**src/rtl/video_pkg.sv**
```systemverilog
// Shared types and widths for the video source switch.
package video_pkg;

  localparam int unsigned SEL_W  = 3;
  localparam int unsigned LINE_W = 12;

  typedef enum logic [1:0] {
    ST_RUN   = 2'd0,
    ST_PEND  = 2'd1,
    ST_ALIGN = 2'd2
  } state_t;

endpackage

```
**src/rtl/video_line_check.sv**
```systemverilog
// Counts data-enable cycles per line and flags lines whose length differs from H_DISP.
module video_line_check
  import video_pkg::*;
#(
  parameter int unsigned H_DISP = 1280
) (
  input  logic clk,
  input  logic rst_n,
  input  logic de,
  output logic err
);

  localparam logic [LINE_W-1:0] CNT_MAX = '1;

  logic [LINE_W-1:0] r_cnt;
  logic              r_de_d;
  logic              r_err;

  // Saturating count while de is high; judge and clear on the falling edge.
  always_ff @(posedge clk or negedge rst_n) begin
    if (!rst_n) begin
      r_cnt  <= '0;
      r_de_d <= 1'b0;
      r_err  <= 1'b0;
    end else begin
      r_de_d <= de;
      r_err  <= 1'b0;
      if (de) begin
        if (r_cnt != CNT_MAX) r_cnt <= r_cnt + LINE_W'(1);
      end else if (r_de_d) begin
        r_err <= (r_cnt != LINE_W'(H_DISP));
        r_cnt <= '0;
      end
    end
  end

  assign err = r_err;

endmodule

```
**src/rtl/video_src_switch.sv**
```systemverilog
// Frame-aligned video source switch: changes channel only at vsync boundaries,
// blanking the output between the old channel's frame start and the new one's.
module video_src_switch
  import video_pkg::*;
#(
  parameter int unsigned CH_NUM      = 2,
  parameter int unsigned DATA_W      = 16,
  parameter int unsigned H_DISP      = 1280,
  parameter int unsigned TIMEOUT_CYC = 2000000
) (
  input  logic                     clk,
  input  logic                     rst_n,
  input  logic [CH_NUM-1:0]        ch_vs,
  input  logic [CH_NUM-1:0]        ch_de,
  input  logic [CH_NUM*DATA_W-1:0] ch_data,
  input  logic                     sel_valid,
  input  logic [SEL_W-1:0]         sel_idx,
  output logic                     out_vs,
  output logic                     out_de,
  output logic [DATA_W-1:0]        out_data,
  output logic [SEL_W-1:0]         cur_sel,
  output logic                     busy,
  output logic                     sel_err,
  output logic                     line_err,
  output logic [15:0]              frame_cnt
);

  localparam int unsigned TO_W = (TIMEOUT_CYC > 2) ? $clog2(TIMEOUT_CYC) : 1;

  state_t              r_state;
  logic [SEL_W-1:0]    r_cur_sel;
  logic [SEL_W-1:0]    r_pend_sel;
  logic                r_hold;
  logic [TO_W-1:0]     r_to_cnt;
  logic [CH_NUM-1:0]   r_vs_d;
  logic                r_out_vs;
  logic                r_out_de;
  logic [DATA_W-1:0]   r_out_data;
  logic                r_out_vs_d;
  logic                r_busy;
  logic                r_sel_err;
  logic [15:0]         r_frame_cnt;

  logic                w_sel_vs;
  logic                w_sel_vs_prev;
  logic                w_sel_de;
  logic [DATA_W-1:0]   w_sel_data;
  logic                w_vs_rise;
  logic                w_req_ok;
  logic                w_req_bad;
  logic [SEL_W-1:0]    w_next_pend;
  logic                w_timeout;

  // Mux of the channel addressed by cur_sel, plus its previous vsync sample.
  always_comb begin
    w_sel_vs      = 1'b0;
    w_sel_vs_prev = 1'b0;
    w_sel_de      = 1'b0;
    w_sel_data    = '0;
    for (int k = 0; k < int'(CH_NUM); k++) begin
      if (r_cur_sel == SEL_W'(k)) begin
        w_sel_vs      = ch_vs[k];
        w_sel_vs_prev = r_vs_d[k];
        w_sel_de      = ch_de[k];
        w_sel_data    = ch_data[k*DATA_W +: DATA_W];
      end
    end
  end

  assign w_vs_rise   = w_sel_vs & ~w_sel_vs_prev;
  assign w_req_ok    = sel_valid && (32'(sel_idx) < CH_NUM);
  assign w_req_bad   = sel_valid && !w_req_ok;
  assign w_next_pend = w_req_ok ? sel_idx : r_pend_sel;
  assign w_timeout   = (r_to_cnt == TO_W'(TIMEOUT_CYC - 1));

  always_ff @(posedge clk or negedge rst_n) begin
    if (!rst_n) begin
      r_state     <= ST_RUN;
      r_cur_sel   <= '0;
      r_pend_sel  <= '0;
      r_hold      <= 1'b0;
      r_to_cnt    <= '0;
      r_vs_d      <= '0;
      r_out_vs    <= 1'b0;
      r_out_de    <= 1'b0;
      r_out_data  <= '0;
      r_out_vs_d  <= 1'b0;
      r_busy      <= 1'b0;
      r_sel_err   <= 1'b0;
      r_frame_cnt <= '0;
    end else begin
      r_vs_d     <= ch_vs;
      r_sel_err  <= w_req_bad;
      r_out_vs_d <= r_out_vs;
      if (r_out_vs && !r_out_vs_d) r_frame_cnt <= r_frame_cnt + 16'd1;

      case (r_state)
        ST_RUN: begin
          r_out_vs   <= w_sel_vs;
          r_out_de   <= w_sel_de;
          r_out_data <= w_sel_data;
          r_hold     <= 1'b0;
          // A fresh request supersedes one held over from ALIGN.
          if (w_req_ok) begin
            if (sel_idx != r_cur_sel) begin
              r_pend_sel <= sel_idx;
              r_to_cnt   <= '0;
              r_busy     <= 1'b1;
              r_state    <= ST_PEND;
            end
          end else if (r_hold && (r_pend_sel != r_cur_sel)) begin
            r_to_cnt <= '0;
            r_busy   <= 1'b1;
            r_state  <= ST_PEND;
          end
        end

        ST_PEND: begin
          r_pend_sel <= w_next_pend;
          if (w_vs_rise || w_timeout) begin
            r_cur_sel  <= w_next_pend;
            r_out_vs   <= 1'b0;
            r_out_de   <= 1'b0;
            r_out_data <= '0;
            r_state    <= ST_ALIGN;
          end else begin
            r_out_vs   <= w_sel_vs;
            r_out_de   <= w_sel_de;
            r_out_data <= w_sel_data;
            r_to_cnt   <= r_to_cnt + TO_W'(1);
          end
        end

        ST_ALIGN: begin
          if (w_req_ok) begin
            r_pend_sel <= sel_idx;
            r_hold     <= 1'b1;
          end
          // The new channel's frame-start cycle is forwarded, not swallowed.
          if (w_vs_rise) begin
            r_out_vs   <= w_sel_vs;
            r_out_de   <= w_sel_de;
            r_out_data <= w_sel_data;
            r_busy     <= 1'b0;
            r_state    <= ST_RUN;
          end else begin
            r_out_vs   <= 1'b0;
            r_out_de   <= 1'b0;
            r_out_data <= '0;
          end
        end

        default: begin
          r_state <= ST_RUN;
          r_busy  <= 1'b0;
        end
      endcase
    end
  end

  video_line_check #(
    .H_DISP (H_DISP)
  ) u_line_check (
    .clk   (clk),
    .rst_n (rst_n),
    .de    (r_out_de),
    .err   (line_err)
  );

  assign out_vs    = r_out_vs;
  assign out_de    = r_out_de;
  assign out_data  = r_out_data;
  assign cur_sel   = r_cur_sel;
  assign busy      = r_busy;
  assign sel_err   = r_sel_err;
  assign frame_cnt = r_frame_cnt;

endmodule

```
**config.mk**
```make
export PLATFORM = sky130hd
export DESIGN_NAME = video_src_switch
export DESIGN_NICKNAME = d
export VERILOG_FILES = /design/src/rtl/video_pkg.sv /design/src/rtl/video_line_check.sv /design/src/rtl/video_src_switch.sv
export SDC_FILE = /design/constraint.sdc
export NUM_CORES = 1
export LEC_CHECK = 0
export CAP_MARGIN = 10
export CORE_ASPECT_RATIO = 1.5
export CORE_MARGIN = 5
export CORE_UTILIZATION = 30
export DETAILED_ROUTE_END_ITERATION = 8
export GPL_TIMING_DRIVEN = 0
export HOLD_SLACK_MARGIN = 0.06
export PLACE_DENSITY_LB_ADDON = 0.3
export SLEW_MARGIN = 30
export SYNTH_ARGS = -nofsm -noshare
export SYNTH_HDL_FRONTEND = slang
export SYNTH_HIERARCHICAL = 1
export SYNTH_SLANG_ARGS = --single-unit
```
**constraint.sdc**
```tcl
create_clock -name clk -period 2.1 [get_ports clk]
set_input_delay 0.42 -clock clk [delete_from_list [all_inputs] [get_ports clk]]
set_output_delay 0.42 -clock clk [all_outputs]
set_load 0.01 [all_outputs]
```
Yosys cells after proc, flatten, opt, wreduce, memory -nomap -nowiden
Cells that the tools add are included.
Widths: inputs -> output; s select.
- add/subtract/negate cells: 3
- magnitude comparators: 1
- mux-type cells: 44
- bitwise logic cells: 3
- reduce and logical (&&, ||, !) cells: 22
- eq/ne operators: 17
- operators by type and width (kind ; count):
    $mux 21 ; 4
    $mux 16 ; 4
    $pmux 16 s3 ; 1
    $pmux 21 s2 ; 1
    $mux 12 ; 3
    $add 21x1->21 const B ; 1
    $eq 21x21->1 const B ; 1
    $mux 1 ; 17
    $add 16x1->16 const B ; 1
    $add 12x1->12 const B ; 1
    $ne 12x11->1 const B ; 1
    $ne 12x12->1 const B ; 1
    $ne 2x2->1 const B ; 6
    $reduce_and 4->1 ; 3
    $mux 2 ; 5
    $mux 3 ; 3
    $pmux 1 s3 ; 3
    $reduce_bool 2->1 ; 4
    $ne 3x3->1 ; 2
    $ne 3x3->1 const B ; 2
    $pmux 2 s3 ; 1
    $pmux 3 s2 ; 1
    $reduce_and 2->1 ; 3
    $logic_and 1x1->1 ; 4
    15 further kinds ; 17
- output and inout bits: 40
- input port bits: 42
- bits in registers: 83
- word-level logic and storage cells: 106

Longest topological paths before layout
- depth after elaboration: 8
- depth in mapped cells: 10
- mapped depth without buffers: 7

Cells and area by module
The synthesis kept the hierarchy.
- by module, submodules not included (module ; seq. area each (um^2) ; times used ; cells each ; area each (um^2)):
    video_src_switch ; 1726.7 ; 1 ; 350 ; 3694.8
    video_line_check ; 350.3 ; 1 ; 84 ; 832.0

Worst setup path after synthesis
Ideal clock, no wire load.
- path kind: flip-flop to flip-flop
- start point: register r_to_cnt[8]
- end point: register r_out_data[10], in the netlist out_data[10]
- buffers on the path: 1
- arrival: 1.961 ns
- required time: 1.981 ns
- setup slack: 0.021 ns
- cell stages (with the launch flop): 7
- setup time: 0.119 ns
- path through: dfrtp_1 > or4_4 > nor4_4 > a311oi_2 > o21ai_4 > buf_12 > o21ai_2
- word-level cells in the longest chain between the ends: 4
- ends and longest elaborated chain (element ; RTL line ; text):
    start, declared ; video_src_switch.sv:34 ; logic [TO_W-1:0] r_to_cnt;
    start signal, assigned ; video_src_switch.sv:130 ; r_to_cnt <= r_to_cnt + TO_W'(1);
    $eq 21x21->1 ; video_src_switch.sv:74 ; assign w_timeout = (r_to_cnt == TO_W'(TIMEOUT_CYC - 1));
    $logic_or 1x1->1 ; video_src_switch.sv:120 ; if (w_vs_rise || w_timeout) begin
    $mux 16 ; video_src_switch.sv:120 ;
    $pmux 16 s3 ; video_src_switch.sv:97 ; case (r_state)
    end signal, assigned ; video_src_switch.sv:101 ; r_out_data <= w_sel_data;
    end signal, assigned ; video_src_switch.sv:129 ; r_out_data <= w_sel_data;
    end signal, assigned ; video_src_switch.sv:143 ; r_out_data <= w_sel_data;
    end, declared ; video_src_switch.sv:38 ; logic [DATA_W-1:0] r_out_data;
No other way between the ends.
A chain may end at the register's enable or synchronous reset.

Worst setup path after layout
- start point: register r_to_cnt[8]
- end point: register r_to_cnt[4]
- word-level cells in the longest chain between the ends: 4
- ends and longest elaborated chain (element ; RTL line):
    $eq 21x21->1 ; video_src_switch.sv:74
    $logic_or 1x1->1 ; video_src_switch.sv:120
    $ne 2x2->1 (no line) ; n/a
    $reduce_and 4->1 (no line) ; n/a
No other way between the ends.

==> impl_metrics.ini <==
[timing]
slew_headroom_pct = 55.93
max_freq_mhz = 453.1
max_slew.worst_pin.slew_ns = 0.6587
fin_setup_tns_ns = -1.517
setup_ws_ns = -0.1073
hold-worst-slack_ns = 0.2306
timing.final.setup_violations = 32
total_count_of_hold_check_failures_in_the_final_report = 0
final_skew_ns = 0.007049
timing.final.crit_share_pct = 105.1
timing_max_transition_violations_final = 0
rsz_0062_raised_after_global_routing = yes
period_minus_slack_ns = 2.207

[yosys]
synth.yosys.seq_area_share_pct = 45.88
netlist_top_cells_area = sky130_fd_sc_hd__dfrtp_1 (46%), sky130_fd_sc_hd__mux2i_1 (5.5%), sky130_fd_sc_hd__nand2_1 (3.8%), sky130_fd_sc_hd__nand4_1 (2.5%), sky130_fd_sc_hd__o31ai_1 (2.3%)
ys.flop_type = sky130_fd_sc_hd__dfrtp_1
synthDistinctLibCells = 68
synth_top_cells_by_count = sky130_fd_sc_hd__dfrtp_1 (83), sky130_fd_sc_hd__nand2_1 (46), sky130_fd_sc_hd__mux2i_1 (25)
synthDominantAreaCellType = sky130_fd_sc_hd__dfrtp_1
synthMostInstantiatedCell = sky130_fd_sc_hd__dfrtp_1
async_flop_share_pct = 100.0
post_synth_instance_area_mm2 = 0.004527
syn_inst = 434
number_of_enable_type_register_cells_in_the_synthesized_netlist = 0
mappedNetlistNets = 484
syn-mean-instance-area_um2 = 10.43
synth_top_cell_area_share_pct = 45.88
yosys_warnings = 6
synth-seq-cells = 83

[setup_path]
crit_path_end_kind = flop
timing.setup.critical_path_class = reg2reg
worstPathRequired_ns = 2.36
worst-endpoint-arrival_ns = 2.46
worst_setup_path_start_kind = flop
worstPathMaxFanout = 6

[placement]
dp.final_hpwl_um = 8635
gpl.final_weighted_congestion = 0.8065
buffer_ports.inserted = 81
placed_area_mm2 = 0.005615

[routing]
route.antenna.remaining_nets = 0
drt_wl_total_um = 12550
vias = 4048
routed_via_density = 5.278
routedWlPerCell_um = 16.36
first_pass_iters = 5
dr.first_iter.drc_count = 307
drc = 0

[die]
initial_core_util_pct = 30.31
fp.coreArea_mm2 = 0.01493
rows = 55
die_height_um = 160.4
fp.dieW_um = 110.3
boundaryPins = 82
die_area_mm2 = 0.01770

[grt]
grt_start_max_net_pins = 57
track_usage_pct = 14.32
grt-busiest-layer = met2
globalRoute.totalOverflow = 0
use_met3_pct = 3.619
met2_usage_pct = 25.50
grt_first_pass_wirelength_um = 20440
antenna_found_initial = 0
met1_usage_pct = 15.46
vias_in_the_first_global_route = 4199

[clock_tree]
cts_num_sinks = 83
clock-root-buffer = sky130_fd_sc_hd__clkbuf_16
clock_slew_seen_by_the_registers_of_the_worst_setup_and_hold_paths_ns = 0.06
clock_path_buffers = 2
worstSkewPairLatency_ns = 0.34
htree_levels = 3
cts_inserted_buffers = 9
cts_tree = yes

[power_and_ir_drop]
switching_share_pct = 38.28
power_frac_seq_pct = 26.4
clock_power_share_pct = 18.2
p_comb_share_pct = 55.3
leakage_nw = 2.773
post-layout-total-power_mw = 8.923
power.net_switching_mw = 3.416
power_report.internal_total_mw = 5.507
power-per-cell-area_mw_per_mm2 = 1342
ir_drop_uv = 954.3

[hold_path]
worstHoldPathType = in2reg

[finish]
final_nets = 613
finalCoreUtilization_pct = 44.53
share_of_layout_cells_above_drive_strength_1_pct = 26.06
area.growth.synth_to_final_pct = 46.90
filler_cell_count = 1400
num_antenna_cells = 0
postLayoutCellArea_mm2 = 0.006650

[outcome]
outcome = finished, violations left
violated_checks = negative setup slack

[run]
maxCapViolations = 0
==> timing repair <==
item / 4_1_cts / 5_1_grt
setup buffers: 21 / 12
pin swaps: 27 / 20
hold endpoints to repair: 27 / 0
endpoints found under the setup margin: 45 / 45
gates resized for setup: 70 / 46
hold buffers: 1 / 0
cloned: 3 / 2
==> per-stage QoR <==
stage	instances	worst slack [ns]
after floorplan	434	0.02052
after global placement	714	-2.438
after detailed placement	715	-0.9142
after CTS	755	-0.1146
after global routing	767	-0.1819
final	767	-0.1073
==> flip-flops by register name, summed over array words and instances, names as in the netlist <==
signal and count:
r_vs_d 2, busy 1, r_out_vs_d 1, r_hold 1, sel_err 1, frame_cnt 16
r_to_cnt 21, out_vs 1, u_line_check/r_de_d 1, cur_sel 3, out_de 1, r_pend_sel 3
out_data 16, r_state 2, u_line_check/r_cnt 12, u_line_check/err 1
==> metal layers <==
layer  share of wire, %  up-vias  routed length, um
met4                2.6        0                330
met1                 37     1986               4668
met3                5.8       28                726
li1                   -     1876                  -
met5                  0        -                  0
met2                 54      158               6820
==> logic make-up (layout without fill, tap and decap cells) <==
| group | Yosys count | in the layout | synth area share, % |
|---|---|---|---|
| AO/OA/AOI/OAI | 103 | 103 | 16.92 |
| XOR/XNOR | 22 | 22 | 4.256 |
| adder cells (fa/ha/maj) | 8 | 8 | 2.211 |
| buffers and inverters | 34 | 168 | 4.561 |
| flip-flops | 83 | 83 | 45.88 |
| multiplexers | 31 | 31 | 7.186 |
| AND/OR/NAND/NOR | 153 | 153 | 18.99 |
==> final timing paths <==
kind / depth (start not counted) / endpoint / slack, ns / startpoint
setup / recovery: 9 / r_to_cnt[4] / -0.11 / r_to_cnt[8]
hold / removal: 1 / r_vs_d[0] / 0.23 / ch_vs[0]
setup reg to reg: 9 / r_to_cnt[4] / -0.11 / r_to_cnt[8]
hold reg to reg: 0 / r_out_vs_d / 0.44 / out_vs
max in group asynchronous: 3 / frame_cnt[2] / 1.01 / rst_n
min in group asynchronous: 2 / r_pend_sel[1] / 0.52 / rst_n
==> power by group through the flow <==
stage / Clock, mW / Sequential (mW) / Combinational [mW]
6_report: 1.63 / 2.36 / 4.94
5_1_grt: 1.72 / 2.41 / 5.26
4_1_cts: 1.67 / 2.34 / 4.44
3_5_place_dp: 0 / 2.35 / 3.28
3_3_place_gp: 0 / 2.33 / 3.23
2_1_floorplan: 0 / 2.37 / 2.02
==> worst max-delay path, cell delays in order (launching register included) <==
cell	delay [ns]
sky130_fd_sc_hd__dfrtp_1	0.45
sky130_fd_sc_hd__or4_4	0.57
sky130_fd_sc_hd__nor4_4	0.20
sky130_fd_sc_hd__buf_4	0.18
sky130_fd_sc_hd__buf_12	0.10
sky130_fd_sc_hd__a21o_4	0.15
sky130_fd_sc_hd__buf_8	0.13
sky130_fd_sc_hd__clkbuf_16	0.14
sky130_fd_sc_hd__o31ai_1	0.06
sky130_fd_sc_hd__a21oi_1	0.14
==> cell type report <==
class | count | area [um^2] | share of cell area [%]
Multi-Input combinational cell | 317 | 2521 | 37.91
Tap cell | 199 | 249.0 | 3.744
Clock inverter | 5 | 60.06 | 0.9031
Clock buffer | 11 | 242.7 | 3.650
Inverter | 13 | 52.55 | 0.7902
Buffer | 19 | 196.4 | 2.954
Sequential cell | 83 | 2082 | 31.31
Timing Repair Buffer | 120 | 1246 | 18.74
==> cells in the final DEF (no fill, tap or decap), types with 8 or more instances in the layout <==
master                            count
sky130_fd_sc_hd__nor3_1               9
sky130_fd_sc_hd__mux2i_1             25
sky130_fd_sc_hd__clkbuf_16           11
sky130_fd_sc_hd__a21oi_1             17
sky130_fd_sc_hd__xor2_1               9
sky130_fd_sc_hd__buf_4               23
sky130_fd_sc_hd__clkdlybuf4s50_1     75
sky130_fd_sc_hd__or4_1               12
sky130_fd_sc_hd__nand3_1             19
sky130_fd_sc_hd__nand4_1             18
sky130_fd_sc_hd__nand2_1             46
sky130_fd_sc_hd__o21ai_2             24
sky130_fd_sc_hd__buf_6               16
sky130_fd_sc_hd__xnor2_1             11
sky130_fd_sc_hd__dfrtp_1             79
sky130_fd_sc_hd__nor2_1              11
sky130_fd_sc_hd__inv_1               10
sky130_fd_sc_hd__o31ai_1              8
(Power assumes the default switching activity.)
